File: src/rtl/mem_boot_arbiter_if.sv
// ---------------------------------------------------------------------------
// mem_boot_arbiter_if
//
// Purpose: groups the requester-side and memory-side signals of
// mem_boot_arbiter into one bundle. Signal names keep the _i/_o suffixes
// as seen from the arbiter, so they read the same on both sides.
//
// Modports:
//   slave  - the arbiter itself. It takes requests from m0/m1 and the
//            memory response, and drives grants, responses and the
//            memory request.
//   master - the environment, which drives the requesters and models the
//            memory.
//
// Signal summary:
//   boot_lock_i              only m0 (boot loader) may be granted
//   mX_req/we/addr/wdata/be  requester X command
//   mX_gnt/rvalid/rdata/err  requester X grant and response
//   mem_req/we/addr/wdata/be command to memory
//   mem_gnt/rvalid/rdata     memory grant and read response
//   timeout_o                one-cycle pulse when a read is aborted
// ---------------------------------------------------------------------------
interface mem_boot_arbiter_if;
  logic        boot_lock_i;

  logic        m0_req_i;
  logic        m0_we_i;
  logic [31:0] m0_addr_i;
  logic [31:0] m0_wdata_i;
  logic [3:0]  m0_be_i;
  logic        m0_gnt_o;
  logic        m0_rvalid_o;
  logic [31:0] m0_rdata_o;
  logic        m0_err_o;

  logic        m1_req_i;
  logic        m1_we_i;
  logic [31:0] m1_addr_i;
  logic [31:0] m1_wdata_i;
  logic [3:0]  m1_be_i;
  logic        m1_gnt_o;
  logic        m1_rvalid_o;
  logic [31:0] m1_rdata_o;
  logic        m1_err_o;

  logic        mem_req_o;
  logic        mem_we_o;
  logic [31:0] mem_addr_o;
  logic [31:0] mem_wdata_o;
  logic [3:0]  mem_be_o;
  logic        mem_gnt_i;
  logic        mem_rvalid_i;
  logic [31:0] mem_rdata_i;

  logic        timeout_o;

  modport slave (
    input  boot_lock_i,
    input  m0_req_i, m0_we_i, m0_addr_i, m0_wdata_i, m0_be_i,
    output m0_gnt_o, m0_rvalid_o, m0_rdata_o, m0_err_o,
    input  m1_req_i, m1_we_i, m1_addr_i, m1_wdata_i, m1_be_i,
    output m1_gnt_o, m1_rvalid_o, m1_rdata_o, m1_err_o,
    output mem_req_o, mem_we_o, mem_addr_o, mem_wdata_o, mem_be_o,
    input  mem_gnt_i, mem_rvalid_i, mem_rdata_i,
    output timeout_o
  );

  modport master (
    output boot_lock_i,
    output m0_req_i, m0_we_i, m0_addr_i, m0_wdata_i, m0_be_i,
    input  m0_gnt_o, m0_rvalid_o, m0_rdata_o, m0_err_o,
    output m1_req_i, m1_we_i, m1_addr_i, m1_wdata_i, m1_be_i,
    input  m1_gnt_o, m1_rvalid_o, m1_rdata_o, m1_err_o,
    input  mem_req_o, mem_we_o, mem_addr_o, mem_wdata_o, mem_be_o,
    output mem_gnt_i, mem_rvalid_i, mem_rdata_i,
    input  timeout_o
  );
endinterface

File: src/rtl/mem_boot_arbiter.sv
// ---------------------------------------------------------------------------
// mem_boot_arbiter
//
// Purpose: shares one single-outstanding memory port between two
// requesters. m0 is the boot loader. While boot_lock_i is high, only m0
// can win. The arbiter issues the request combinationally from IDLE. If
// memory stalls, it holds the chosen owner and its fields until the grant
// arrives or the owner withdraws. It then routes the read response, or a
// timeout error, back to that owner only.
//
// Parameters:
//   TIMEOUT_CYC - cycles from memory grant to the forced error response
//                 (the response is forced in the TIMEOUT_CYC-th cycle after
//                 the grant cycle if mem_rvalid_i has not arrived)
//
// Ports:
//   clk_sys_i   system clock
//   rst_sys_ni  asynchronous active-low reset; all outputs are held at 0
//               while it is low
//   bus         mem_boot_arbiter_if.slave (requesters + memory + timeout_o)
//
// Optional feature:
//   ARB_ROUND_ROBIN_EN - when defined, simultaneous requests alternate
//   between m0 and m1 by means of a last-granted pointer. boot_lock_i still
//   forces m0. When undefined, m0 has fixed priority and no pointer exists.
// ---------------------------------------------------------------------------
module mem_boot_arbiter #(
  parameter int unsigned TIMEOUT_CYC = 16
) (
  input  logic               clk_sys_i,
  input  logic               rst_sys_ni,
  mem_boot_arbiter_if.slave  bus
);

  localparam int unsigned    CNT_W       = $clog2(TIMEOUT_CYC + 1);
  localparam logic [CNT_W-1:0] TIMEOUT_VAL = CNT_W'(TIMEOUT_CYC);

  typedef enum logic [1:0] {
    IDLE        = 2'd0,
    WAIT_GNT    = 2'd1,
    WAIT_RVALID = 2'd2
  } state_t;

  state_t             state_reg, state_next;
  logic               owner_reg, owner_next;
  logic [CNT_W-1:0]   cnt_reg, cnt_next;
  logic [CNT_W-1:0]   cnt_inc;

  // Per-requester views of the command inputs, indexed by owner.
  logic [1:0]         req_vec;
  logic [1:0]         we_vec;
  logic [1:0]         elig_vec;
  logic [31:0]        addr_arr  [2];
  logic [31:0]        wdata_arr [2];
  logic [3:0]         be_arr    [2];

  assign req_vec      = {bus.m1_req_i, bus.m0_req_i};
  assign we_vec       = {bus.m1_we_i,  bus.m0_we_i};
  assign addr_arr[0]  = bus.m0_addr_i;
  assign addr_arr[1]  = bus.m1_addr_i;
  assign wdata_arr[0] = bus.m0_wdata_i;
  assign wdata_arr[1] = bus.m1_wdata_i;
  assign be_arr[0]    = bus.m0_be_i;
  assign be_arr[1]    = bus.m1_be_i;

  // The boot lock removes m1 from arbitration but never touches m0.
  assign elig_vec = {bus.m1_req_i & ~bus.boot_lock_i, bus.m0_req_i};

  // -------------------------------------------------------------------------
  // Owner selection in IDLE
  // -------------------------------------------------------------------------
  logic sel_owner;
  logic cur_owner;
  logic mem_req;
  logic gnt_hit;

`ifdef ARB_ROUND_ROBIN_EN
  // Pointer holds the last granted requester. Its reset value is m0, so
  // the first contended grant after reset goes to m1.
  logic last_gnt_reg, last_gnt_next;

  always_comb begin
    sel_owner = 1'b0;
    if (elig_vec == 2'b11) begin
      sel_owner = bus.boot_lock_i ? 1'b0 : ~last_gnt_reg;
    end else begin
      sel_owner = elig_vec[1] & ~elig_vec[0];
    end
  end

  assign last_gnt_next = gnt_hit ? cur_owner : last_gnt_reg;

  always_ff @(posedge clk_sys_i or negedge rst_sys_ni) begin
    if (!rst_sys_ni) begin
      last_gnt_reg <= 1'b0;
    end else begin
      last_gnt_reg <= last_gnt_next;
    end
  end
`else
  // Fixed priority: m0 wins whenever it is eligible.
  assign sel_owner = elig_vec[1] & ~elig_vec[0];
`endif

  // In IDLE the owner is the freshly selected one. After that it is the
  // latched one, so a late m0 request or a rising boot_lock_i cannot steal
  // a stalled request.
  assign cur_owner = (state_reg == IDLE) ? sel_owner : owner_reg;
  assign cnt_inc   = cnt_reg + CNT_W'(1);

  // -------------------------------------------------------------------------
  // Next-state and response logic
  // -------------------------------------------------------------------------
  logic        resp_valid;
  logic        resp_err;
  logic [31:0] resp_data;
  logic        timeout_pulse;

  always_comb begin
    state_next    = state_reg;
    owner_next    = owner_reg;
    cnt_next      = '0;
    mem_req       = 1'b0;
    resp_valid    = 1'b0;
    resp_err      = 1'b0;
    resp_data     = 32'h0;
    timeout_pulse = 1'b0;

    unique case (state_reg)
      IDLE: begin
        if (|elig_vec) begin
          mem_req    = 1'b1;
          owner_next = sel_owner;
          state_next = bus.mem_gnt_i ? WAIT_RVALID : WAIT_GNT;
        end
      end

      WAIT_GNT: begin
        // The owner may withdraw while stalled. The request then vanishes
        // in the same cycle and no grant is issued.
        if (req_vec[owner_reg]) begin
          mem_req = 1'b1;
          if (bus.mem_gnt_i) begin
            state_next = WAIT_RVALID;
          end
        end else begin
          state_next = IDLE;
        end
      end

      WAIT_RVALID: begin
        cnt_next = cnt_inc;
        // A real response wins over a timeout that lands in the same cycle.
        if (bus.mem_rvalid_i) begin
          resp_valid = 1'b1;
          resp_data  = bus.mem_rdata_i;
          state_next = IDLE;
        end else if (cnt_inc == TIMEOUT_VAL) begin
          resp_valid    = 1'b1;
          resp_err      = 1'b1;
          timeout_pulse = 1'b1;
          state_next    = IDLE;
        end
      end

      default: begin
        state_next = IDLE;
      end
    endcase
  end

  assign gnt_hit = mem_req & bus.mem_gnt_i;

  always_ff @(posedge clk_sys_i or negedge rst_sys_ni) begin
    if (!rst_sys_ni) begin
      state_reg <= IDLE;
      owner_reg <= 1'b0;
      cnt_reg   <= '0;
    end else begin
      state_reg <= state_next;
      owner_reg <= owner_next;
      cnt_reg   <= cnt_next;
    end
  end

  // -------------------------------------------------------------------------
  // Outputs. All outputs are combinational. They are gated by the reset
  // level, so nothing leaks out while the reset is asserted, even though
  // the request path is combinational from the inputs.
  // -------------------------------------------------------------------------
  logic        out_en;
  logic        mem_req_q;
  logic [1:0]  gnt_vec;
  logic [1:0]  rvalid_vec;
  logic [1:0]  err_vec;
  logic [31:0] rdata_arr [2];

  assign out_en    = rst_sys_ni;
  assign mem_req_q = out_en & mem_req;

  assign bus.mem_req_o   = mem_req_q;
  assign bus.mem_we_o    = mem_req_q & we_vec[cur_owner];
  assign bus.mem_addr_o  = mem_req_q ? addr_arr[cur_owner]  : 32'h0;
  assign bus.mem_wdata_o = mem_req_q ? wdata_arr[cur_owner] : 32'h0;
  assign bus.mem_be_o    = mem_req_q ? be_arr[cur_owner]    : 4'h0;
  assign bus.timeout_o   = out_en & timeout_pulse;

  for (genvar gi = 0; gi < 2; gi++) begin : g_req
    assign gnt_vec[gi]    = out_en & gnt_hit & (cur_owner == 1'(gi));
    // Responses only occur in WAIT_RVALID, where the latched owner is valid.
    assign rvalid_vec[gi] = out_en & resp_valid & (owner_reg == 1'(gi));
    assign err_vec[gi]    = rvalid_vec[gi] & resp_err;
    assign rdata_arr[gi]  = rvalid_vec[gi] ? resp_data : 32'h0;
  end

  assign bus.m0_gnt_o    = gnt_vec[0];
  assign bus.m0_rvalid_o = rvalid_vec[0];
  assign bus.m0_err_o    = err_vec[0];
  assign bus.m0_rdata_o  = rdata_arr[0];

  assign bus.m1_gnt_o    = gnt_vec[1];
  assign bus.m1_rvalid_o = rvalid_vec[1];
  assign bus.m1_err_o    = err_vec[1];
  assign bus.m1_rdata_o  = rdata_arr[1];

endmodule

File: src/flat_wrapper.sv
// flat-port wrapper written by rule: the top's interface ports become plain ports
module mem_boot_arbiter_flat 
#(
  parameter int unsigned TIMEOUT_CYC = 16
)
  (clk_sys_i, rst_sys_ni, bus_boot_lock_i, bus_m0_req_i, bus_m0_we_i, bus_m0_addr_i, bus_m0_wdata_i, bus_m0_be_i, bus_m0_gnt_o, bus_m0_rvalid_o, bus_m0_rdata_o, bus_m0_err_o, bus_m1_req_i, bus_m1_we_i, bus_m1_addr_i, bus_m1_wdata_i, bus_m1_be_i, bus_m1_gnt_o, bus_m1_rvalid_o, bus_m1_rdata_o, bus_m1_err_o, bus_mem_req_o, bus_mem_we_o, bus_mem_addr_o, bus_mem_wdata_o, bus_mem_be_o, bus_mem_gnt_i, bus_mem_rvalid_i, bus_mem_rdata_i, bus_timeout_o);
  mem_boot_arbiter_if bus_i ();
  input  logic clk_sys_i;
  input  logic rst_sys_ni;
  input wire logic [$bits(bus_i.boot_lock_i)-1:0] bus_boot_lock_i;
  input wire logic [$bits(bus_i.m0_req_i)-1:0] bus_m0_req_i;
  input wire logic [$bits(bus_i.m0_we_i)-1:0] bus_m0_we_i;
  input wire logic [$bits(bus_i.m0_addr_i)-1:0] bus_m0_addr_i;
  input wire logic [$bits(bus_i.m0_wdata_i)-1:0] bus_m0_wdata_i;
  input wire logic [$bits(bus_i.m0_be_i)-1:0] bus_m0_be_i;
  output wire logic [$bits(bus_i.m0_gnt_o)-1:0] bus_m0_gnt_o;
  output wire logic [$bits(bus_i.m0_rvalid_o)-1:0] bus_m0_rvalid_o;
  output wire logic [$bits(bus_i.m0_rdata_o)-1:0] bus_m0_rdata_o;
  output wire logic [$bits(bus_i.m0_err_o)-1:0] bus_m0_err_o;
  input wire logic [$bits(bus_i.m1_req_i)-1:0] bus_m1_req_i;
  input wire logic [$bits(bus_i.m1_we_i)-1:0] bus_m1_we_i;
  input wire logic [$bits(bus_i.m1_addr_i)-1:0] bus_m1_addr_i;
  input wire logic [$bits(bus_i.m1_wdata_i)-1:0] bus_m1_wdata_i;
  input wire logic [$bits(bus_i.m1_be_i)-1:0] bus_m1_be_i;
  output wire logic [$bits(bus_i.m1_gnt_o)-1:0] bus_m1_gnt_o;
  output wire logic [$bits(bus_i.m1_rvalid_o)-1:0] bus_m1_rvalid_o;
  output wire logic [$bits(bus_i.m1_rdata_o)-1:0] bus_m1_rdata_o;
  output wire logic [$bits(bus_i.m1_err_o)-1:0] bus_m1_err_o;
  output wire logic [$bits(bus_i.mem_req_o)-1:0] bus_mem_req_o;
  output wire logic [$bits(bus_i.mem_we_o)-1:0] bus_mem_we_o;
  output wire logic [$bits(bus_i.mem_addr_o)-1:0] bus_mem_addr_o;
  output wire logic [$bits(bus_i.mem_wdata_o)-1:0] bus_mem_wdata_o;
  output wire logic [$bits(bus_i.mem_be_o)-1:0] bus_mem_be_o;
  input wire logic [$bits(bus_i.mem_gnt_i)-1:0] bus_mem_gnt_i;
  input wire logic [$bits(bus_i.mem_rvalid_i)-1:0] bus_mem_rvalid_i;
  input wire logic [$bits(bus_i.mem_rdata_i)-1:0] bus_mem_rdata_i;
  output wire logic [$bits(bus_i.timeout_o)-1:0] bus_timeout_o;
  assign bus_i.boot_lock_i = bus_boot_lock_i;
  assign bus_i.m0_req_i = bus_m0_req_i;
  assign bus_i.m0_we_i = bus_m0_we_i;
  assign bus_i.m0_addr_i = bus_m0_addr_i;
  assign bus_i.m0_wdata_i = bus_m0_wdata_i;
  assign bus_i.m0_be_i = bus_m0_be_i;
  assign bus_m0_gnt_o = bus_i.m0_gnt_o;
  assign bus_m0_rvalid_o = bus_i.m0_rvalid_o;
  assign bus_m0_rdata_o = bus_i.m0_rdata_o;
  assign bus_m0_err_o = bus_i.m0_err_o;
  assign bus_i.m1_req_i = bus_m1_req_i;
  assign bus_i.m1_we_i = bus_m1_we_i;
  assign bus_i.m1_addr_i = bus_m1_addr_i;
  assign bus_i.m1_wdata_i = bus_m1_wdata_i;
  assign bus_i.m1_be_i = bus_m1_be_i;
  assign bus_m1_gnt_o = bus_i.m1_gnt_o;
  assign bus_m1_rvalid_o = bus_i.m1_rvalid_o;
  assign bus_m1_rdata_o = bus_i.m1_rdata_o;
  assign bus_m1_err_o = bus_i.m1_err_o;
  assign bus_mem_req_o = bus_i.mem_req_o;
  assign bus_mem_we_o = bus_i.mem_we_o;
  assign bus_mem_addr_o = bus_i.mem_addr_o;
  assign bus_mem_wdata_o = bus_i.mem_wdata_o;
  assign bus_mem_be_o = bus_i.mem_be_o;
  assign bus_i.mem_gnt_i = bus_mem_gnt_i;
  assign bus_i.mem_rvalid_i = bus_mem_rvalid_i;
  assign bus_i.mem_rdata_i = bus_mem_rdata_i;
  assign bus_timeout_o = bus_i.timeout_o;
  mem_boot_arbiter #(.TIMEOUT_CYC(TIMEOUT_CYC)) u_core (.clk_sys_i(clk_sys_i), .rst_sys_ni(rst_sys_ni), .bus(bus_i));
endmodule
File: config.mk
export PLATFORM = sky130hd
export DESIGN_NAME = mem_boot_arbiter_flat
export DESIGN_NICKNAME = d
export VERILOG_FILES = /design/src/rtl/mem_boot_arbiter_if.sv /design/src/rtl/mem_boot_arbiter.sv /design/src/flat_wrapper.sv
export SDC_FILE = /design/constraint.sdc
export NUM_CORES = 1
export LEC_CHECK = 0
export CORE_AREA = 2 2 123 125
export CTS_CLUSTER_SIZE = 20
export DETAILED_ROUTE_END_ITERATION = 6
export DIE_AREA = 0 0 125 127
export HOLD_SLACK_MARGIN = 0.12
export SLEW_MARGIN = 20
export SYNTH_ARGS = -nofsm -noshare
export SYNTH_HDL_FRONTEND = slang
export SYNTH_SLANG_ARGS = --single-unit
export TNS_END_PERCENT = 1
File: constraint.sdc
create_clock -name clk_sys_i -period 3.3 [get_ports clk_sys_i]
set_clock_uncertainty 0.1 [all_clocks]
set_input_delay 0.99 -clock clk_sys_i [delete_from_list [all_inputs] [get_ports clk_sys_i]]
set_output_delay 0.99 -clock clk_sys_i [all_outputs]
set_load 0.05 [all_outputs]
==> reports/metrics.cfg, run 1 <==
[critical_path]
path_buf_inv=5
reg2reg_from=u_core.state_reg[0]
worstSetupStartpointType=input pin
rr_endpoint=u_core.owner_reg
cp.required_ps=2210
crit_type=in -> out
arrival_ps=2390
cpPeakStageDelay_ps=400
cp_max_fo=38
crit_family=buffers and inverters
crit_chain=buf_6, nand2b_4, buf_6, o41a_4, buf_12, nand2_1, a21oi_1, buf_4, buf_12
reg2reg_depth=4
setup.worst_path.end_class=output port
cp_slowest_cell=o41a_4
rrSetupSlack_ps=1630

[finish]
largest_reg_flops=5
final_cells=872
layout_commonest_cell=clkdlybuf4s50_1
area_growth_pct=295.2
final_cell_mix=clkdlybuf4s50_1, buf_12, nand2_1
layout-drive-gt1-share_pct=44.91
diodes=0
final_nets=868

[place]
post-dp-hpwl_um=11790
io_buffers=317
dp.cells=853
gp_congestion=0.8798

[timing]
fin_ws_ps=-179.4
slew_headroom_pct=74.01
fmax_mhz=287.4
hold_viol=0
rsz0062_at_grt=yes
tns_ps=-6932
slew_viol_final=0
worst_pin_slew_ps=389.9
period_needed_ps=3479
period_share_pct=105.4
setup_viol=72

[clock_network]
cts_tree=done
clock_latency_ps=230
cts-root-buf=clkbuf_16
cts_buffers=3
cts_sinks=8
path_clk_slew_ps=30
hold_buffers=0
h-tree-depth=1
cts_buffer_depth=2

[worst_hold_path]
whs_path_depth=1
hp-class=reg -> reg
hold_end=u_core.cnt_reg[0]
hp-start=u_core.cnt_reg[0]

[run_status]
violations=negative setup slack
outcome=finished with violations

[power_and_ir_drop]
peakVddDrop_mv=0.2496
p_per_area_mw_per_mm2=464.0
power.leakage_nw=3.276

[floorplan]
io_pins=318
core_area_mm2=0.01442
rows=44
die_h_um=127
initial_core_util_pct=14.17
dieArea_mm2=0.01588
die_w_um=125

[synthesis]
syn-num-nets=545
synth-compound-area-share_pct=22.35
syn_inst=367
synth_xor_area_share_pct=1.286
synthMuxAreaShare_pct=0.4899
synth_area_mm2=0.002043
synth_cell_types=32
yosysTopAreaCell=nand2_1
synth_top_family_by_area=simple AND/OR/NAND/NOR gates
ys_seq_area_share_pct=9.798
synth_fa_ha_area_share_pct=0.6124
ys_warn_count=0
synth-seq-cells=8
yosys.area_share.simple_pct=54.01
synth_top_area_share_pct=26.27
syn_avg_cell_area_um2=5.567
synth_area_leaders=nand2_1, a21oi_1, and2_1, and3_1, dfrtp_1

[global_routing]
antenna_found_initial=0
grt_overflow=0
grt_max_degree=39
grt.total_usage_pct=19.01
grt_pass1_wl_um=24010
grt_pass1_vias=4337

[detailed_routing]
vias=3969
vias_per_cell=4.552
wire_per_inst_um=18.50
first_pass_iters=4
antenna_left=0
wl_um=16130
post-route-drc-count=0
drt-initial-drc-count=107

[flow_run]
drv_cap=0

==> power breakdown <==
group          internal (W)  switching, W
Clock              0.000156     0.0000457
Combinational       0.00154       0.00183
Sequential         0.000123     0.0000568
==> per-stage QoR <==
step / util (%) / cell area, um2 / hold WS [ps] / power, W / setup WS [ps]
after global routing: 55.99 / 8075 / 448.3 / 0.003909 / -218.4
after CTS: 55.18 / 7959 / 412.4 / 0.003717 / -277.7
after floorplan: - / 2086 / 368.6 / 0.001529 / -482.0
after global placement: 48.14 / 6943 / 381.7 / 0.002794 / -694.8
after detailed placement: 48.14 / 6943 / 413.4 / 0.002824 / -699.0
final: 55.99 / 8075 / 417.0 / 0.003747 / -179.4
==> synth_stat cells <==
master,number
nand2_1,143
a21oi_1,70
and2_1,34
and3_1,33
buf_2,16
buf_6,9
clkbuf_1,9
nor2_1,9
dfrtp_1,8
inv_1,3
nand2b_1,3
nor2b_1,3
a211o_1,2
and4_1,2
and4b_1,2
nand3_1,2
nor3_1,2
o21ai_0,2
xor2_1,2
a221oi_1,1
buf_4,1
ha_1,1
mux2i_1,1
nor3_2,1
nor4b_1,1
o2111a_1,1
o21a_1,1
o21ai_1,1
o21bai_1,1
o41a_1,1
o41ai_4,1
xnor2_1,1
==> final cells by class <==
type / instances / area (um2)
fill: 1218 / 6349
sequential: 8 / 200.2
inverter: 3 / 11.26
multi-input combinational: 321 / 2360
timing repair buffer: 353 / 5199
tap: 184 / 230.2
clock buffer: 3 / 75.07
==> repair_timing <==
| item | 4_1_cts | 5_1_grt |
|---|---|---|
| hold endpoints to repair | 0 | 0 |
| gates resized for setup | 170 | 30 |
| cloned | 9 | 1 |
| pin swaps | 78 | 4 |
| buffers inserted | 8 | 0 |
| setup endpoints to repair | 140 | 94 |
==> worst max-delay path by stage <==
stage,start,slack (ps),depth (start not counted),end
5_1_grt,bus_boot_lock_i,-220,9,bus_mem_be_o[1]
3_3_place_gp,bus_m0_req_i,-690,6,bus_mem_addr_o[13]
3_5_place_dp,bus_m0_req_i,-700,6,bus_mem_addr_o[13]
2_1_floorplan,bus_boot_lock_i,-480,5,bus_mem_addr_o[10]
4_1_cts,bus_boot_lock_i,-280,10,bus_mem_addr_o[12]
6_report,bus_boot_lock_i,-180,9,bus_mem_be_o[1]
==> worst reg2reg max path, cell delays in order, from the launching register on <==
cell	delay, ps
dfrtp_1	510
o21ai_1	360
o41a_4	280
buf_12	230
nand2_1	80
==> per-layer routing <==
| metal | vias up | part of all wire, % | track usage [%] |
|---|---|---|---|
| li1 | 1854 | - | - |
| met1 | 1855 | 36 | 20.34 |
| met2 | 235 | 55 | 38.40 |
| met3 | 25 | 7.0 | 3.392 |
| met4 | 0 | 2.1 | 4.379 |
| met5 | - | 0 | 0 |
==> kinds of logic after synthesis <==
kind of cell	Yosys count
simple gates	235
compound gates	81
buf+inv	38
flops	8
xor+xnor	3
mux	1
fa+ha+maj	1
(Power assumes the default switching activity.)
==> run 2: changes to the inputs <==
--- a/config.mk
+++ b/config.mk
@@ -6,6 +6,7 @@
 export NUM_CORES = 1
 export LEC_CHECK = 0
 export CORE_AREA = 2 2 123 125
+export CTS_CLUSTER_DIAMETER = 40
 export CTS_CLUSTER_SIZE = 20
 export DETAILED_ROUTE_END_ITERATION = 6
 export DIE_AREA = 0 0 125 127
==> constraint.sdc (replaced) <==
create_clock -name clk_sys_i -period 3.44 [get_ports clk_sys_i]
set_clock_uncertainty 0.1 [all_clocks]
set_input_delay 1.032 -clock clk_sys_i [delete_from_list [all_inputs] [get_ports clk_sys_i]]
set_output_delay 1.032 -clock clk_sys_i [all_outputs]
set_load 0.05 [all_outputs]
==> run 2 against run 1 <==
The flow still finishes with violations (negative setup slack). Cell count is 0.92% lower. Sequential share of layout area increased by 0.16 points. Largest power group unchanged. Utilization is 3.4 points lower. Global-route usage fell by 1.3 points. Worst setup slack improved by 55 ps. Largest cell class unchanged. Sequential power shrank 5%. Worst hold slack improved by 11 ps.
==> reports/metrics.cfg, run 2 (same netlist as run 1, synthesis figures left out) <==
[finish]
final_cell_mix=clkdlybuf4s50_1, buf_12, nand2_1
largest_reg_flops=5
final_cells=864
diodes=0
area_growth_pct=271.0
layout_commonest_cell=clkdlybuf4s50_1
layout-drive-gt1-share_pct=37.35
fillers=1247
final_util_pct=52.56
final_cell_area_mm2=0.007581
final_nets=860

[floorplan]
initial_core_util_pct=14.17
die_w_um=125
dieArea_mm2=0.01588
rows=44
io_pins=318
die_h_um=127
core_area_mm2=0.01442

[run_status]
violations=negative setup slack
outcome=finished with violations

[detailed_routing]
vias_per_cell=4.443
post-route-drc-count=0
vias=3839
wire_per_inst_um=17.29
first_pass_iters=4
antenna_left=0
drt-initial-drc-count=108
wl_um=14940

[clock_network]
clock_latency_ps=230
hold_buffers=0
path_clk_slew_ps=30
cts_buffers=3
h-tree-depth=1
cts_tree=done
cts-root-buf=clkbuf_16
cts_sinks=8
cts_buffer_depth=2

[critical_path]
reg2reg_from=u_core.state_reg[0]
setup.worst_path.end_class=output port
rrSetupSlack_ps=1750
crit_type=in -> out
reg2reg_depth=4
cpPeakStageDelay_ps=390
arrival_ps=2430
crit_family=buffers and inverters
cp_slowest_cell=a211o_4
worstSetupStartpointType=input pin
crit_chain=buf_2, buf_4, o21ai_0, a211o_4, bufbuf_16, a21oi_2, buf_12
cp.required_ps=2310
path_buf_inv=4
cp_max_fo=17
rr_endpoint=u_core.owner_reg

[global_routing]
grt.total_usage_pct=17.75
use_met1_pct=19.04
busiest_layer=met2
antenna_found_initial=0
grtUsageMet3_pct=3.643
grt_max_degree=39
grt_pass1_wl_um=22540
grt_overflow=0
use_met2_pct=35.45
grt_pass1_vias=4060

[timing]
rsz0062_at_grt=yes
fin_ws_ps=-124.1
fmax_mhz=280.6
slew_headroom_pct=75.83
worst_pin_slew_ps=360.2
period_share_pct=103.6
setup_viol=65
slew_viol_final=0
hold_ws_ps=428.0
hold_viol=0
period_needed_ps=3564

[power_and_ir_drop]
switching_share_pct=51.24
power.internal_w=0.001597
switching_power_w=0.001678
p_per_area_mw_per_mm2=432.0
clockPowerShare_pct=5.9
pwr-share-comb_pct=88.9
peakVddDrop_mv=0.1981
power.leakage_nw=3.157
p_seq_share_pct=5.2

[place]
io_buffers=317
pre_cts_slack_ps=-663.9
dpl_cell_area_mm2=0.006943
gp_congestion=0.8798
dp.cells=853
post-dp-hpwl_um=11750

[worst_hold_path]
whs_path_depth=1
hold_end=u_core.cnt_reg[0]
hp-start=u_core.cnt_reg[0]
hp-class=reg -> reg

[flow_run]
drv_cap=0

[run 2: metrics by stage]
stage          TNS (ps)  total power, W
4_1_cts          -10970        0.003326
3_3_place_gp     -45770        0.002680
5_1_grt           -7901        0.003436
3_5_place_dp     -49510        0.002710
2_1_floorplan    -26920        0.001466
6_report          -4020        0.003275
[run 2: worst max path at each step]
stage / endpoint / cells past startpoint / startpoint
4_1_cts: bus_mem_be_o[3] / 10 / bus_boot_lock_i
6_report: bus_mem_addr_o[21] / 7 / bus_m1_req_i
5_1_grt: bus_mem_wdata_o[5] / 9 / bus_boot_lock_i
3_5_place_dp: bus_mem_addr_o[13] / 6 / bus_m0_req_i
3_3_place_gp: bus_mem_addr_o[13] / 6 / bus_m0_req_i
2_1_floorplan: bus_mem_addr_o[10] / 5 / bus_boot_lock_i
[run 2: what timing repair did]
action	in CTS	in global routing
endpoints found under the setup margin	137	107
gates cloned	5	0
setup buffers	5	0
resized for setup	95	19
pin swaps	26	9
[run 2: power groups by stage]
stage	logic, W	registers (W)	clock network (W)
3_3_place_gp	0.00252	0.000164	0
5_1_grt	0.00306	0.000179	0.000200
6_report	0.00291	0.000171	0.000192
3_5_place_dp	0.00254	0.000169	0
4_1_cts	0.00296	0.000171	0.000196
2_1_floorplan	0.00133	0.000133	0
[run 2: metal layers]
metal,part of all wire [%],vias up
li1,-,1840
met1,36,1735
met2,54,244
met3,7.8,20
met4,2.0,0
met5,0,-
[run 2: final cells by class]
type                    count  area (um2)  area share [%]
inverters                   3       11.26          0.1485
flip-flops and latches      8       200.2           2.641
multi-input cells         321        2051           27.05
clock buffers               3       75.07          0.9903
well taps                 184       230.2           3.037
repair buffers            345        5014           66.13
==> run 3: changes to the inputs <==
--- a/config.mk
+++ b/config.mk
@@ -5,6 +5,7 @@
 export SDC_FILE = /design/constraint.sdc
 export NUM_CORES = 1
 export LEC_CHECK = 0
+export CAP_MARGIN = 20
 export CORE_AREA = 2 2 123 125
 export CTS_CLUSTER_DIAMETER = 40
 export CTS_CLUSTER_SIZE = 20
==> results of run 3 <==
Final layout, timing and power as in run 2 (identical DEF).
